## src/rtl/uart_tx_param.sv

```systemverilog
// uart_tx_param: parametrised UART transmitter with an integrated, frame-aligned baud divider.
// Define UART_TX_FIFO_EN to put a FIFO_DEPTH-entry byte FIFO in front of the frame sequencer.
module uart_tx_param #(
    parameter int CLK_HZ     = 50000000,
    parameter int BAUD       = 115200,
    parameter int DATA_BITS  = 8,
    parameter int PARITY     = 0,
    parameter int STOP_BITS  = 1,
    parameter int FIFO_DEPTH = 4
) (
    input  logic       clk,
    input  logic       rst_n,
    input  logic [7:0] tx_data,
    input  logic       tx_valid,
    output logic       tx_ready,
    output logic       tx_busy,
    output logic       txd
);
    localparam int DIV   = (CLK_HZ + BAUD / 2) / BAUD;
    localparam int CNT_W = $clog2(DIV + 1);
    localparam logic [CNT_W-1:0] CNT_LOAD  = CNT_W'(DIV - 1);
    localparam logic [CNT_W-1:0] CNT_ONE   = CNT_W'(1);
    localparam logic [CNT_W-1:0] CNT_ZERO  = CNT_W'(0);
    localparam logic [2:0]       LAST_DATA = 3'(DATA_BITS - 1);
    localparam logic [2:0]       LAST_STOP = 3'(STOP_BITS - 1);
    localparam logic [7:0]       DATA_MASK = 8'((9'd1 << DATA_BITS) - 9'd1);

    if (DIV < 2 || DATA_BITS < 5 || DATA_BITS > 8 || PARITY < 0 || PARITY > 2 ||
        STOP_BITS < 1 || STOP_BITS > 2 || FIFO_DEPTH < 2 ||
        (FIFO_DEPTH & (FIFO_DEPTH - 1)) != 0) begin : g_bad_cfg
        $error("uart_tx_param: illegal parameter set");
    end

    typedef enum logic [2:0] {S_IDLE, S_START, S_DATA, S_PARITY, S_STOP} state_t;

    // Only the transmitted data bits take part in the parity
    function automatic logic frame_parity(input logic [7:0] data);
        logic [7:0] bits;
        bits = data & DATA_MASK;
        return (PARITY == 1) ? ~(^bits) : (^bits);
    endfunction

    state_t           state_r;
    logic [CNT_W-1:0] cnt_r;
    logic [2:0]       idx_r;
    logic [7:0]       shift_r;
    logic             par_r;
    logic             txd_r;
    logic             fsm_ready_r;
    logic             fsm_busy_r;
    logic             start_s;
    logic [7:0]       start_data_s;

`ifdef UART_TX_FIFO_EN
    localparam int PTR_W    = $clog2(FIFO_DEPTH);
    localparam int PTR_BITS = PTR_W + 1;
    localparam logic [PTR_W:0] PTR_ONE  = PTR_BITS'(1);
    localparam logic [PTR_W:0] PTR_ZERO = PTR_BITS'(0);

    logic [7:0]     fifo_mem_r [FIFO_DEPTH];
    logic [PTR_W:0] wr_ptr_r;
    logic [PTR_W:0] rd_ptr_r;
    logic           fifo_empty_s;
    logic           fifo_full_s;
    logic           push_s;

    assign fifo_empty_s = (wr_ptr_r == rd_ptr_r);
    assign fifo_full_s  = (wr_ptr_r[PTR_W] != rd_ptr_r[PTR_W]) &&
                          (wr_ptr_r[PTR_W-1:0] == rd_ptr_r[PTR_W-1:0]);
    assign push_s       = tx_valid && !fifo_full_s;
    assign start_s      = fsm_ready_r && !fifo_empty_s;
    assign start_data_s = fifo_mem_r[rd_ptr_r[PTR_W-1:0]];
    assign tx_ready     = !fifo_full_s;
    assign tx_busy      = fsm_busy_r || !fifo_empty_s;

    // FIFO pointers; the extra MSB separates full from empty
    always_ff @(posedge clk) begin
        if (!rst_n) begin
            wr_ptr_r <= PTR_ZERO;
            rd_ptr_r <= PTR_ZERO;
        end else begin
            if (push_s) begin
                wr_ptr_r <= wr_ptr_r + PTR_ONE;
            end
            if (start_s) begin
                rd_ptr_r <= rd_ptr_r + PTR_ONE;
            end
        end
    end

    // FIFO storage, written on every accepted byte
    always_ff @(posedge clk) begin
        if (push_s) begin
            fifo_mem_r[wr_ptr_r[PTR_W-1:0]] <= tx_data;
        end
    end
`else
    assign start_s      = tx_valid && fsm_ready_r;
    assign start_data_s = tx_data;
    assign tx_ready     = fsm_ready_r;
    assign tx_busy      = fsm_busy_r;
`endif

    assign txd = txd_r;

    // Frame sequencer: one line bit every DIV clocks, counter phase-aligned to each frame start
    always_ff @(posedge clk) begin
        if (!rst_n) begin
            state_r     <= S_IDLE;
            cnt_r       <= CNT_ZERO;
            idx_r       <= 3'd0;
            shift_r     <= 8'd0;
            par_r       <= 1'b0;
            txd_r       <= 1'b1;
            fsm_ready_r <= 1'b1;
            fsm_busy_r  <= 1'b0;
        end else if (start_s) begin
            // Taken from IDLE or from the last stop clock, giving gap-free frames
            state_r     <= S_START;
            cnt_r       <= CNT_LOAD;
            idx_r       <= 3'd0;
            shift_r     <= start_data_s & DATA_MASK;
            par_r       <= frame_parity(start_data_s);
            txd_r       <= 1'b0;
            fsm_ready_r <= 1'b0;
            fsm_busy_r  <= 1'b1;
        end else if (state_r == S_IDLE) begin
            cnt_r       <= CNT_ZERO;
            txd_r       <= 1'b1;
            fsm_ready_r <= 1'b1;
            fsm_busy_r  <= 1'b0;
        end else if (cnt_r != CNT_ZERO) begin
            cnt_r <= cnt_r - CNT_ONE;
            if (state_r == S_STOP && idx_r == LAST_STOP && cnt_r == CNT_ONE) begin
                fsm_ready_r <= 1'b1;
            end
        end else begin
            cnt_r <= CNT_LOAD;
            case (state_r)
                S_START: begin
                    state_r <= S_DATA;
                    idx_r   <= 3'd0;
                    txd_r   <= shift_r[0];
                    shift_r <= {1'b0, shift_r[7:1]};
                end
                S_DATA: begin
                    if (idx_r != LAST_DATA) begin
                        idx_r   <= idx_r + 3'd1;
                        txd_r   <= shift_r[0];
                        shift_r <= {1'b0, shift_r[7:1]};
                    end else if (PARITY != 0) begin
                        state_r <= S_PARITY;
                        txd_r   <= par_r;
                    end else begin
                        state_r <= S_STOP;
                        idx_r   <= 3'd0;
                        txd_r   <= 1'b1;
                    end
                end
                S_PARITY: begin
                    state_r <= S_STOP;
                    idx_r   <= 3'd0;
                    txd_r   <= 1'b1;
                end
                S_STOP: begin
                    if (idx_r != LAST_STOP) begin
                        idx_r <= idx_r + 3'd1;
                        txd_r <= 1'b1;
                    end else begin
                        state_r     <= S_IDLE;
                        cnt_r       <= CNT_ZERO;
                        txd_r       <= 1'b1;
                        fsm_ready_r <= 1'b1;
                        fsm_busy_r  <= 1'b0;
                    end
                end
                default: begin
                    state_r     <= S_IDLE;
                    cnt_r       <= CNT_ZERO;
                    txd_r       <= 1'b1;
                    fsm_ready_r <= 1'b1;
                    fsm_busy_r  <= 1'b0;
                end
            endcase
        end
    end
endmodule
```

## config.mk

```make
export PLATFORM = sky130hd
export DESIGN_NAME = uart_tx_param
export DESIGN_NICKNAME = d
export VERILOG_FILES = /design/src/rtl/uart_tx_param.sv
export SDC_FILE = /design/constraint.sdc
export NUM_CORES = 1
export LEC_CHECK = 0
export ABC_AREA = 1
export CORE_MARGIN = 2
export CORE_UTILIZATION = 56
export DETAILED_ROUTE_END_ITERATION = 8
export PLACE_DENSITY = 0.81
export SETUP_SLACK_MARGIN = 0.02
export SYNTH_ARGS = -nofsm -noshare
export SYNTH_HDL_FRONTEND = slang
export SYNTH_SLANG_ARGS = --single-unit
export TNS_END_PERCENT = 5
```

## constraint.sdc

```tcl
create_clock -name clk -period 1.8 [get_ports clk]
set_input_delay 0.36 -clock clk [delete_from_list [all_inputs] [get_ports clk]]
set_output_delay 0.36 -clock clk [all_outputs]
set_load 0.05 [all_outputs]
```

==> impl_metrics.toml <==
[synthesis]
syn-num-nets = 235
ys_ff_latch = 26
synth_cell_types = 25
async_flop_share_pct = 0
synth-edff-count = 0
yosysSeqAreaShare_pct = 36.2
synth.area.top_cells = "dfxtp_1 36%, nand2_1 18%, nor2_1 8.3%, a21oi_1 5.2%, inv_1 5.2%"
synth_top_area_share_pct = 36.2
synth_common_cells = "68 x nand2_1, 32 x nor2_1, 26 x dfxtp_1, 20 x inv_1, 15 x a21oi_1"
synth_ff_type = "dfxtp_1"
netlist_area_um2 = 1440
yosys.area.top_type = "dfxtp_1"
yosys_warnings = 0
syn_inst = 219
synth_area_per_cell_um2 = 6.57
yosysMostFrequentCell = "nand2_1"

[detailed_routing]
via_per_inst = 4.87
drtIter0Drc = 32
maxUsedRoutingLayer = "met4"
wire_per_inst_um = 10.4
first_pass_iters = 4
vias = 1314
drcViolationCount = 0
routed-wl-met2_um = 1310
m1WireLength_um = 1380
final_antenna_net_count = 0
routed_wl_um = 2820
met3WireLength_um = 88

[finish]
drive_gt1_share_pct = 14.2
antenna_cells = 0
fin_area_um2 = 1680
final.fill_count = 212
multi_input_area_um2 = 805
seqCellArea_um2 = 520
area_growth_pct = 17.0
final_nets = 257

[clocking]
ctsHoldBuffers = 0
clock_sinks = 26
cts_root_buf = "clkbuf_4"
cts_resized = 0
cts_buffers = 3
clk_path_buf_depth = 2
cts_tree = "built"
post_cts_buffers = 0
htreeDepth = 1
clkTransAtPathRegs_ns = 0.14
clk_latency_ns = 0.32

[critical_path]
endpoint_kind = "flop"
critical_path_required_ns = 2.03
reg2reg_to = "shift_r[6]"
crit_start = "idx_r[0]"
r2r_cells = 10
reg2reg_setup_slack_ns = 0.25
r2r-start = "idx_r[0]"
crit_type = "reg2reg"
startpoint_type = "flop"
worst-path-max-fanout = 15
crit_arrival_ns = 1.78

[placed_design]
dp_hpwl_um = 2060
place_congestion = 0.878
dpl-instance-area_um2 = 1630
port_buffers = 13
dp_slack_ns = 0.154

[global_routing]
grt-ovfl-total = 0
grt_max_degree = 16
grt_pass1_wl_um = 4710
grt_usage_pct = 21.8
grt_pass1_vias = 1167
antenna_found_initial = 0

[sta]
worst_slack_ns = 0.254
post-route-period-util_pct = 85.9
rsz0062_at_grt = "false"
max_slew_margin_pct = 81.1
fin_crit_ns = 1.55
finalMaxSlewViolations = 0
fmax_ghz = 0.647
finClkSkew_ns = 0.00192
whs_ns = 0.482
finalSetupTns_ns = 0
finalSetupViolations = 0
hold_viol_final = 0
tightest_slew_ns = 0.283

[floorplanning]
pin_count = 14
dieHeight_um = 54.7
num_rows = 18
fp.coreArea_um2 = 2450
start_util_pct = 58.6
die_w_um = 54.7
dieArea_um2 = 2990

[min_path]
hold_class = "reg2reg"
holdPathEnd = "tx_busy"
min_from = "tx_busy"
min_path_cells = 2

[pwr]
power_density_nw_per_um2 = 863
leakage_nw = 0.809
peakVddDrop_v = 0.000599

[run_status]
status = "complete, no violations"

[run]
maxCapViolCount = 0
==> layer usage <==
metal	up-vias	global-route usage, %
met5	-	0
li1	726	-
met2	23	37.5
met4	0	10.0
met3	4	2.46
met1	561	27.0
==> registers in the layout (all words and copies together) (netlist names) <==
| signal | cells |
|---|---|
| cnt_r | 9 |
| idx_r | 3 |
| shift_r | 8 |
| state_r | 3 |
| tx_busy | 1 |
| tx_ready | 1 |
| txd | 1 |
==> cells in the final DEF, fill, tap and decap left out <==
cell,instances
o21ai_1,2
xor2_1,1
nor2_2,7
nand2_2,4
nor2_4,2
nor2_1,32
o21ai_2,1
bufinv_16,1
a21boi_0,1
xnor2_1,2
dfxtp_1,26
ha_1,5
clkinv_1,2
a21oi_1,15
clkdlybuf4s50_1,10
nand2_1,68
nand3_2,1
nor3b_1,1
nand3_1,12
inv_2,3
clkbuf_4,3
buf_4,10
inv_1,20
nand2_4,2
o21ai_0,7
nand4_1,2
==> stage by stage <==
step,utilization (%),power (W),std cells
after floorplan,-,0.000961,219
after global routing,68.6,0.00154,270
after detailed placement,66.5,0.00106,266
after CTS,68.6,0.00146,270
after global placement,66.5,0.00106,266
final,68.6,0.00145,270
==> cell type report <==
type | count | share of cell area (%)
clock inverter | 1 | 1.78
sequential | 26 | 30.9
clock buffer | 3 | 1.34
timing repair buffer | 20 | 10.4
inverter | 25 | 5.57
tap | 30 | 2.23
multi-input combinational | 165 | 47.8
==> worst max-delay path, cell delays in order, from the launching register on <==
cell	delay, ns
dfxtp_1	0.36
ha_1	0.20
ha_1	0.18
nor2_1	0.08
nand2_1	0.10
nand2_1	0.09
nand3_2	0.11
nand2_4	0.16
nand2_1	0.07
nand2_1	0.07
nor2_2	0.03
==> cell families (layout without fill, tap and decap cells) <==
logic type	after synthesis	in the layout	share of synthesized area, %
flops	26	26	36.2
xor+xnor	3	3	1.83
compound gates	26	26	9.48
buf+inv	28	49	7.91
simple gates	131	131	40.3
fa+ha+maj	5	5	4.35
==> where the power goes <==
group / switching [W] / internal, W
registers: 0.0000348 / 0.000622
logic: 0.000239 / 0.000156
clock network: 0.000176 / 0.000225
total: 0.000451 / 0.00100
==> worst max path at each step <==
stage / end / slack (ns) / cells past startpoint
finish: shift_r[6] / 0.25 / 10
CTS: cnt_r[0] / 0.25 / 9
global placement: txd / 0.20 / 7
global route: shift_r[1] / 0.05 / 10
detailed placement: txd / 0.15 / 7
floorplan: txd / 0.29 / 6
No activity file was read; power rests on OpenSTA's default activity.
